`src/rtl/lut_digit_mac_if.sv`:
```
// rtl/lut_digit_mac_if.sv - multiplicand, coded-digit and product handshakes for lut_digit_mac
interface lut_digit_mac_if #(
    parameter int A_W = 8,
    parameter int ND  = 3
);
    localparam int P_W = A_W + 3 * ND;

    logic                  a_valid;
    logic                  a_ready;
    logic signed [A_W-1:0] a;
    logic                  dig_valid;
    logic                  dig_ready;
    logic [3:0]            dig;
    logic                  p_valid;
    logic                  p_ready;
    logic signed [P_W-1:0] p;
    logic                  busy;

    modport master (
        output a_valid, a, dig_valid, dig, p_ready,
        input  a_ready, dig_ready, p_valid, p, busy
    );

    modport slave (
        input  a_valid, a, dig_valid, dig, p_ready,
        output a_ready, dig_ready, p_valid, p, busy
    );
endinterface

```
`src/rtl/lut_digit_mac.sv`:
```
// rtl/lut_digit_mac.sv - signed multiply by radix-8 signed-magnitude digits using a built multiple table
module lut_digit_mac #(
    parameter int A_W = 8,
    parameter int ND  = 3
) (
    input  logic          clk,
    input  logic          rst,
    lut_digit_mac_if.slave bus
);
    localparam int P_W  = A_W + 3 * ND;
    localparam int L_W  = A_W + 3;
    localparam int K_W  = (ND > 1) ? $clog2(ND) : 1;
    localparam int SH_W = $clog2(3 * ND);

    typedef enum logic [1:0] {IDLE, BUILD, DIGIT, DONE} state_t;

    state_t                state_q, state_d;
    logic signed [A_W-1:0] a_q;
    logic signed [L_W-1:0] lut [0:7];
    logic [2:0]            m_q;
    logic [K_W-1:0]        k_q;
    logic signed [P_W-1:0] acc_q;

    logic                  a_fire, dig_fire, p_fire, last_dig;
    logic signed [L_W-1:0] build_sum, sel;
    logic signed [P_W-1:0] ext, term;
    logic [SH_W-1:0]       shamt;

    assign bus.a_ready   = (state_q == IDLE);
    assign bus.dig_ready = (state_q == DIGIT);
    assign bus.p_valid   = (state_q == DONE);
    assign bus.busy      = (state_q != IDLE);
    assign bus.p         = (state_q == DONE) ? acc_q : '0;

    assign a_fire   = bus.a_valid && bus.a_ready;
    assign dig_fire = bus.dig_valid && bus.dig_ready;
    assign p_fire   = bus.p_valid && bus.p_ready;
    assign last_dig = (k_q == K_W'(ND - 1));

    // The single table adder: each BUILD cycle adds a to the previous multiple.
    assign build_sum = lut[m_q - 3'd1] + L_W'(a_q);

    always_comb begin
        sel   = lut[bus.dig[2:0]];
        ext   = P_W'(sel);
        shamt = SH_W'(k_q) * SH_W'(3);
        term  = bus.dig[3] ? -ext : ext;
        term  = term <<< shamt;
    end

    always_comb begin
        state_d = state_q;
        case (state_q)
            IDLE:    if (a_fire) state_d = BUILD;
            BUILD:   if (m_q == 3'd7) state_d = DIGIT;
            DIGIT:   if (dig_fire && last_dig) state_d = DONE;
            DONE:    if (p_fire) state_d = IDLE;
            default: state_d = IDLE;
        endcase
    end

    always_ff @(posedge clk or posedge rst) begin
        if (rst) state_q <= IDLE;
        else     state_q <= state_d;
    end

    always_ff @(posedge clk or posedge rst) begin
        if (rst) begin
            a_q   <= '0;
            m_q   <= '0;
            k_q   <= '0;
            acc_q <= '0;
            for (int i = 0; i < 8; i++) lut[i] <= '0;
        end else begin
            if (a_fire) begin
                a_q    <= bus.a;
                lut[0] <= '0;
                lut[1] <= L_W'(bus.a);
                m_q    <= 3'd2;
                k_q    <= '0;
                acc_q  <= '0;
            end
            if (state_q == BUILD) begin
                lut[m_q] <= build_sum;
                m_q      <= m_q + 3'd1;
            end
            if (dig_fire) begin
                acc_q <= acc_q + term;
                k_q   <= k_q + K_W'(1);
            end
        end
    end
endmodule

```
`src/flat_wrapper.sv`:
```
// flat-port wrapper written by rule: the top's interface ports become plain ports
module lut_digit_mac_flat 
#(
    parameter int A_W = 8,
    parameter int ND  = 3
)
  (clk, rst, bus_a_valid, bus_a, bus_dig_valid, bus_dig, bus_p_ready, bus_a_ready, bus_dig_ready, bus_p_valid, bus_p, bus_busy);
  lut_digit_mac_if #(.A_W(A_W), .ND(ND)) bus_i ();
  input  logic clk;
  input  logic rst;
  input wire logic [$bits(bus_i.a_valid)-1:0] bus_a_valid;
  input wire logic [$bits(bus_i.a)-1:0] bus_a;
  input wire logic [$bits(bus_i.dig_valid)-1:0] bus_dig_valid;
  input wire logic [$bits(bus_i.dig)-1:0] bus_dig;
  input wire logic [$bits(bus_i.p_ready)-1:0] bus_p_ready;
  output wire logic [$bits(bus_i.a_ready)-1:0] bus_a_ready;
  output wire logic [$bits(bus_i.dig_ready)-1:0] bus_dig_ready;
  output wire logic [$bits(bus_i.p_valid)-1:0] bus_p_valid;
  output wire logic [$bits(bus_i.p)-1:0] bus_p;
  output wire logic [$bits(bus_i.busy)-1:0] bus_busy;
  assign bus_i.a_valid = bus_a_valid;
  assign bus_i.a = bus_a;
  assign bus_i.dig_valid = bus_dig_valid;
  assign bus_i.dig = bus_dig;
  assign bus_i.p_ready = bus_p_ready;
  assign bus_a_ready = bus_i.a_ready;
  assign bus_dig_ready = bus_i.dig_ready;
  assign bus_p_valid = bus_i.p_valid;
  assign bus_p = bus_i.p;
  assign bus_busy = bus_i.busy;
  lut_digit_mac #(.A_W(A_W), .ND(ND)) u_core (.clk(clk), .rst(rst), .bus(bus_i));
endmodule
```
`config.mk`:
```
export PLATFORM = sky130hd
export DESIGN_NAME = lut_digit_mac_flat
export DESIGN_NICKNAME = d
export VERILOG_FILES = /design/src/rtl/lut_digit_mac_if.sv /design/src/rtl/lut_digit_mac.sv /design/src/flat_wrapper.sv
export SDC_FILE = /design/constraint.sdc
export NUM_CORES = 1
export LEC_CHECK = 0
export CAP_MARGIN = 20
export CORE_MARGIN = 2
export CORE_UTILIZATION = 55
export DETAILED_ROUTE_END_ITERATION = 12
export GPL_TIMING_DRIVEN = 0
export MAX_ROUTING_LAYER = met4
export PLACE_DENSITY = 0.79
export SETUP_SLACK_MARGIN = 0.2
export SYNTH_ARGS = -nofsm -noshare
export SYNTH_HDL_FRONTEND = slang
export SYNTH_SLANG_ARGS = --single-unit
```
`constraint.sdc`:
```
create_clock -name clk -period 5.81 [get_ports clk]
set_input_delay 0.581 -clock clk [delete_from_list [all_inputs] [get_ports clk]]
set_output_delay 0.581 -clock clk [all_outputs]
set_load 0.1 [all_outputs]
```
Yosys cells after proc, flatten, opt, wreduce, memory -nomap -nowiden

Cells that the tools add are included.

Register bits after elaboration: 120
Bits in latches: 0
RAM bits: 0
Bits in read-only memories: 0
Bits of input ports: 17
Output and inout port bits: 21
Word-level logic and storage cells: 71
Memories: 0

Add/subtract/negate cells: 6
Multiply operators: 1
Divide/modulo/power cells: 0
$lt $le $gt $ge: 4
Equal/unequal tests: 9
Shift operators: 1
Multiplexer cells: 24
Bitwise operators: 3
Reduce and logical (&&, ||, !) cells: 10

Operators by type and width:

| cell                                                                  | count |
|---|---|
| 88-bit bitwise mux                                                    | 1 |
| 88-bit 2-to-1 mux                                                     | 1 |
| 17-bit 2-to-1 mux                                                     | 4 |
| 11-bit binary-select mux with 3-bit select                            | 2 |
| 11-bit 2-to-1 mux                                                     | 5 |
| 11-bit demux with 3-bit select                                        | 1 |
| 22-bit 2-to-1 mux                                                     | 1 |
| 17-bit adder                                                          | 1 |
| 11-bit negation with 17-bit output                                    | 1 |
| 17-bit by 4-bit <<< shifter with 17-bit output                        | 1 |
| 4-bit >= comparator (second input constant)                           | 3 |
| 2-bit 2-to-1 mux                                                      | 6 |
| 3-bit NOT with 4-bit output                                           | 3 |
| 11-bit by 8-bit adder with 11-bit output                              | 1 |
| 2-bit case mux with 4 select lines                                    | 1 |
| 2-bit equality test (second input constant)                           | 3 |
| 3-bit 2-to-1 mux                                                      | 2 |
| 2-bit inequality test (second input constant)                         | 3 |
| 2-bit nonzero test                                                    | 3 |
| 1-bit logical AND                                                     | 5 |
| 4-bit by 1-bit < comparator with 1-bit output (second input constant) | 1 |
| 2-bit by 2-bit multiplier with 4-bit output (second input constant)   | 1 |
| 4-bit AND reduction                                                   | 1 |
| 3-bit by 1-bit adder with 3-bit output (second input constant)        | 1 |
| other kinds (6)                                                       | 6 |

Depth between registers and ports, before layout

Word-level depth: 9
Gate-level depth with buffers: 26
Mapped depth without buffers: 23

Worst setup path after synthesis

OpenSTA, ideal clock, no wires.

Path kind: reg-to-reg
Start point: register u_core.m_q[0]
End point: register (tool-made name)
Setup time: 0.141 ns
Data arrival time: 5.612 ns
Required time: 5.669 ns
Slack: 0.058 ns
Stages on the path, launching flop included: 25
Buffers on the path: 6
Period minus slack after synthesis: 5.752 ns
Path through: dfrtp_1 -> clkbuf_1 -> clkbuf_1 -> clkbuf_1 -> inv_1 -> ha_1 -> clkbuf_1 -> clkbuf_1 -> clkbuf_1 -> mux4_2 -> mux2_2 -> ha_1 -> inv_1 -> fa_1 -> nor2b_1 -> o21ai_0 -> a21boi_0 -> o21ai_0 -> a21oi_1 -> o21ai_0 -> nand2b_1 -> a21o_1 -> a21oi_1 -> xnor2_1 -> o21ai_0

RTL lines:

| element                | line                | source |
|---|---|---|
| start, declared        | lut_digit_mac.sv:20 | `logic [2:0] m_q;` |
| start signal, assigned | lut_digit_mac.sv:85 | `m_q <= m_q + 3'd1;` |

Worst setup path after layout

Start point: input port bus_dig[1]
End point: register u_core.acc_q[16]

Longest elaborated chain between the ends: 9

Ends and longest elaborated chain:

| element                                                  | line                | source |
|---|---|---|
| start, declared                                          | flat_wrapper.sv:14  | `input wire logic [$bits(bus_i.dig)-1:0] bus_dig;` |
| 3-bit NOT with 4-bit output (implied by the code) (*)    | lut_digit_mac.sv:44 | `sel = lut[bus.dig[2:0]];` |
| 11-bit binary-select mux with 3-bit select (*)           | lut_digit_mac.sv:44 |  |
| 11-bit 2-to-1 mux (implied by the code) (*) (2 in a row) | lut_digit_mac.sv:44 |  |
| 11-bit negation with 17-bit output                       | lut_digit_mac.sv:47 | `term = bus.dig[3] ? -ext : ext;` |
| 17-bit 2-to-1 mux (*)                                    | lut_digit_mac.sv:47 |  |
| 17-bit by 4-bit <<< shifter with 17-bit output (*)       | lut_digit_mac.sv:48 | `term = term <<< shamt;` |
| 17-bit adder (*)                                         | lut_digit_mac.sv:88 | `acc_q <= acc_q + term;` |
| 17-bit 2-to-1 mux (*)                                    | lut_digit_mac.sv:87 | `if (dig_fire) begin` |
| end signal, assigned                                     | lut_digit_mac.sv:88 |  |
| end, declared                                            | lut_digit_mac.sv:22 | `logic signed [P_W-1:0] acc_q;` |

Every way passes the cells marked *; elsewhere a longest branch is shown, timed or not. The select of a mux whose other input is x is not followed.
A chain may end at the register's enable or synchronous reset.

==> out/metrics.json <==
{
  "status": {"value": "finished clean"},
  "yosys_warnings": {"value": 0},
  "setup_repair_after_global_routing_missed_its_margin": {"value": "false"},
  "rr_startpoint": {"value": "u_core.m_q[0]"},
  "initial_core_util": {"value": 0.5671},
  "clkSlewWorstSetupHoldPaths": {"value": 0.06, "unit": "ns"},
  "maxSlewHeadroom": {"value": 0.3506},
  "max_freq": {"value": 184.3, "unit": "MHz"},
  "timing_worst_setup_path_type": {"value": "input pin to flip-flop"},
  "netlist_top_cells_area": {"value": "sky130_fd_sc_hd__dfrtp_1, sky130_fd_sc_hd__mux4_2, sky130_fd_sc_hd__o21ai_0, sky130_fd_sc_hd__nand2_1, sky130_fd_sc_hd__ha_1"},
  "clk_latency": {"value": 0.42, "unit": "ns"},
  "worst_ep_arrival_time": {"value": 5.73, "unit": "ns"},
  "cp-startpoint": {"value": "bus_dig[1]"},
  "vias": {"value": 7496},
  "boundaryPins": {"value": 38},
  "wl_per_cell": {"value": 21.69, "unit": "um"},
  "grt_antenna_before_repair": {"value": 0},
  "core": {"value": 14590, "unit": "um2"},
  "die-area": {"value": 16040, "unit": "um2"},
  "grt_first_pass_wirelength": {"value": 39100, "unit": "um"},
  "design.final.nets": {"value": 994},
  "synthesis.instances": {"value": 880},
  "finalClockSkew": {"value": 0.008996, "unit": "ns"},
  "final_antenna_net_count": {"value": 0},
  "drtIter0Drc": {"value": 810},
  "detailedPlacementHpwl": {"value": 16430, "unit": "um"},
  "cts_buffers": {"value": 17},
  "htreeDepth": {"value": 4},
  "synth.net_count": {"value": 935},
  "post_synth_fa_ha_maj_area_fraction": {"value": 0.05929},
  "clock_sinks": {"value": 120},
  "global_route.usage.total": {"value": 0.3271},
  "synth_largest_area_cell": {"value": "sky130_fd_sc_hd__dfrtp_1"},
  "main_combinational_cell_family_by_area_after_synthesis": {"value": "compound AO/OA/AOI/OAI gates"},
  "report.final.hold_viol_count": {"value": 0},
  "max_cap_violations": {"value": 0},
  "yosysTopAreaCellShare": {"value": 0.3630},
  "finalWeightedCongestion": {"value": 0.9619},
  "critical_path_required": {"value": 6.12, "unit": "ns"},
  "largest_net_degree_at_the_start_of_global_routing": {"value": 102},
  "count_of_input_and_output_buffers": {"value": 36},
  "synth-edff-count": {"value": 0},
  "yosys.area_share.simple": {"value": 0.1502},
  "yosys_most_used_dff": {"value": "sky130_fd_sc_hd__dfrtp_1"},
  "floorplan.rows": {"value": 44},
  "design_area": {"value": 9638, "unit": "um2"},
  "post_drt_via_cell_ratio": {"value": 6.604},
  "finalCritPeriodShare": {"value": 0.9337},
  "routed_wirelength": {"value": 24620, "unit": "um"},
  "crit_fanout": {"value": 10},
  "die-width": {"value": 126.6, "unit": "um"},
  "drt_drc_violations_left": {"value": 0},
  "synth.mux.area_fraction": {"value": 0.1762},
  "ys_types": {"value": 64},
  "post_synth_xor_area_fraction": {"value": 0.03282},
  "critical_path.endpoint_type": {"value": "flip-flop"},
  "synth-async-reset-ratio": {"value": 1.000},
  "synth_seq_cells": {"value": 120},
  "dr.pass1.iters": {"value": 7},
  "cts_hold_repair.buffers": {"value": 0},
  "grt-ovfl-total": {"value": 0},
  "class_of_the_most_critical_hold_timing_path": {"value": "input pin to asynchronous set/reset pin"},
  "die_h": {"value": 126.6, "unit": "um"},
  "number_of_global_route_vias_before_repair": {"value": 7362},
  "cts_root_buffer": {"value": "sky130_fd_sc_hd__clkbuf_16"},
  "ys_seq_area_frac": {"value": 0.3630},
  "worstSetupStartpointType": {"value": "input pin"},
  "place_area": {"value": 8897, "unit": "um2"},
  "avgSynthCellArea": {"value": 9.401, "unit": "um2"},
  "worstMarginPinSlew": {"value": 0.9711, "unit": "ns"},
  "final.min_clock_period": {"value": 5.425, "unit": "ns"},
  "slew_violations": {"value": 0},
  "share_of_final_layout_standard_cells_stronger_than_drive_strength_1": {"value": 0.1367},
  "p_r_area_growth_vs_syn": {"value": 16.50, "unit": "%"},
  "synthesis.area": {"value": 8273, "unit": "um2"},
  "tritoncts": {"value": "yes"},
  "synth-compound-area-share": {"value": 0.1795},
  "setup_viol": {"value": 0},
  "number_of_antenna_diodes": {"value": 0},
  "clk_path_buf_depth": {"value": 2}
}
-- timing repair --
item | CTS | global route
resized for setup | 27 | 18
endpoints found under the hold margin | 0 | 0
pin swaps | 1 | 3
endpoints found under the setup margin | 97 | 27
buffers inserted | 2 | 1
-- worst max-delay path, cell delays in order --
cell	delay, ns
sky130_fd_sc_hd__clkdlybuf4s15_2	0.34
sky130_fd_sc_hd__buf_4	0.30
sky130_fd_sc_hd__clkbuf_4	0.30
sky130_fd_sc_hd__mux4_2	0.36
sky130_fd_sc_hd__mux2i_4	0.21
sky130_fd_sc_hd__ha_2	0.24
sky130_fd_sc_hd__o21ai_1	0.14
sky130_fd_sc_hd__o21ai_1	0.19
sky130_fd_sc_hd__xor2_1	0.13
sky130_fd_sc_hd__mux4_2	0.51
sky130_fd_sc_hd__o21ai_1	0.18
sky130_fd_sc_hd__nor2_1	0.08
sky130_fd_sc_hd__ha_1	0.32
sky130_fd_sc_hd__o21ai_0	0.08
sky130_fd_sc_hd__nor2_1	0.10
sky130_fd_sc_hd__o41ai_2	0.30
sky130_fd_sc_hd__o2111ai_1	0.18
sky130_fd_sc_hd__o211ai_1	0.20
sky130_fd_sc_hd__o21ai_2	0.11
sky130_fd_sc_hd__a21o_1	0.19
sky130_fd_sc_hd__a21oi_1	0.21
sky130_fd_sc_hd__xnor2_1	0.13
sky130_fd_sc_hd__a21o_1	0.18
sky130_fd_sc_hd__a21o_1	0.17
-- kinds of logic (layout without fill, tap and decap cells) --
| family | count (synthesis) | in the layout |
|---|---|---|
| xor+xnor | 31 | 31 |
| compound gates | 247 | 247 |
| fa+ha+maj | 38 | 38 |
| simple gates | 276 | 276 |
| buf+inv | 79 | 150 |
| flops | 120 | 120 |
| mux | 89 | 89 |
-- area by class of cell --
| cell class | count | area (um2) |
|---|---|---|
| Inverter | 22 | 87.58 |
| Clock inverter | 10 | 143.9 |
| Buffer | 57 | 276.5 |
| Multi-Input combinational cell | 681 | 5030 |
| Clock buffer | 21 | 460.4 |
| Fill cell | 1098 | 4951 |
| Timing Repair Buffer | 40 | 406.6 |
| Tap cell | 184 | 230.2 |
| Sequential cell | 120 | 3003 |
-- Yosys cell counts, types with 14 or more instances --
cell	n
sky130_fd_sc_hd__a211oi_1	14
sky130_fd_sc_hd__a21o_1	16
sky130_fd_sc_hd__a21oi_1	42
sky130_fd_sc_hd__and2_1	20
sky130_fd_sc_hd__clkbuf_1	47
sky130_fd_sc_hd__dfrtp_1	120
sky130_fd_sc_hd__ha_1	36
sky130_fd_sc_hd__inv_1	21
sky130_fd_sc_hd__mux2_2	16
sky130_fd_sc_hd__mux2i_1	28
sky130_fd_sc_hd__mux4_2	40
sky130_fd_sc_hd__nand2_1	126
sky130_fd_sc_hd__nand3_1	31
sky130_fd_sc_hd__nor2_1	49
sky130_fd_sc_hd__o21ai_0	127
sky130_fd_sc_hd__xnor2_1	16
sky130_fd_sc_hd__xor2_1	15
-- metrics by stage --
step           setup slack, ns  setup TNS [ns]  hold slack (ns)  utilization  instances
2_1_floorplan           0.2540               0           0.4559            -        880
3_3_place_gp            -1.500          -66.81           0.4659       0.6076       1100
3_5_place_dp            -1.583          -74.38           0.4730       0.6099       1101
4_1_cts                 0.2454               0           0.4851       0.6569       1134
5_1_grt                 0.1898               0           0.5007       0.6606       1135
6_report                0.3854               0           0.4682       0.6606       1135
-- final timing paths --
kind                       slack [ns]                         end  cells after the start
max                              0.39            u_core.acc_q[16]                     24
min                              0.47  asynchronous set/reset pin                      2
min in group clk                 0.48               u_core.a_q[2]                      1
min reg2reg                      0.48               u_core.a_q[2]                      1
max in group asynchronous        4.59            u_core.acc_q[16]                      3
max reg2reg                      0.51                   flip-flop                     24
-- cells in the final DEF (no fill, tap or decap), types with 5 or more instances in the layout --
cell / n
sky130_fd_sc_hd__and3_1: 10
sky130_fd_sc_hd__clkbuf_16: 17
sky130_fd_sc_hd__clkdlybuf4s50_1: 34
sky130_fd_sc_hd__and2_1: 20
sky130_fd_sc_hd__nor2b_1: 5
sky130_fd_sc_hd__xor2_1: 14
sky130_fd_sc_hd__a211oi_1: 14
sky130_fd_sc_hd__mux2i_1: 26
sky130_fd_sc_hd__o21ai_0: 123
sky130_fd_sc_hd__dfrtp_1: 120
sky130_fd_sc_hd__xnor2_1: 15
sky130_fd_sc_hd__buf_4: 8
sky130_fd_sc_hd__clkbuf_1: 43
sky130_fd_sc_hd__nand3_1: 30
sky130_fd_sc_hd__mux2_2: 16
sky130_fd_sc_hd__nor3_1: 12
sky130_fd_sc_hd__mux4_2: 40
sky130_fd_sc_hd__nand2_1: 126
sky130_fd_sc_hd__nand2b_1: 6
sky130_fd_sc_hd__ha_1: 35
sky130_fd_sc_hd__nor2_1: 48
sky130_fd_sc_hd__inv_1: 20
sky130_fd_sc_hd__a21o_1: 16
sky130_fd_sc_hd__a21oi_1: 40
-- layer usage --
| metal | wire length (um) | vias up | GRT usage |
|---|---|---|---|
| li1 | - | 3328 | - |
| met1 | 9319 | 3619 | 0.3963 |
| met2 | 11920 | 442 | 0.5162 |
| met3 | 2272 | 107 | 0.08646 |
| met4 | 1109 | 0 | 0.1480 |
| met5 | 0 | - | - |
Power is not shown: default switching activity piles up to over one toggle a cycle in this logic, so the estimate is an artifact.
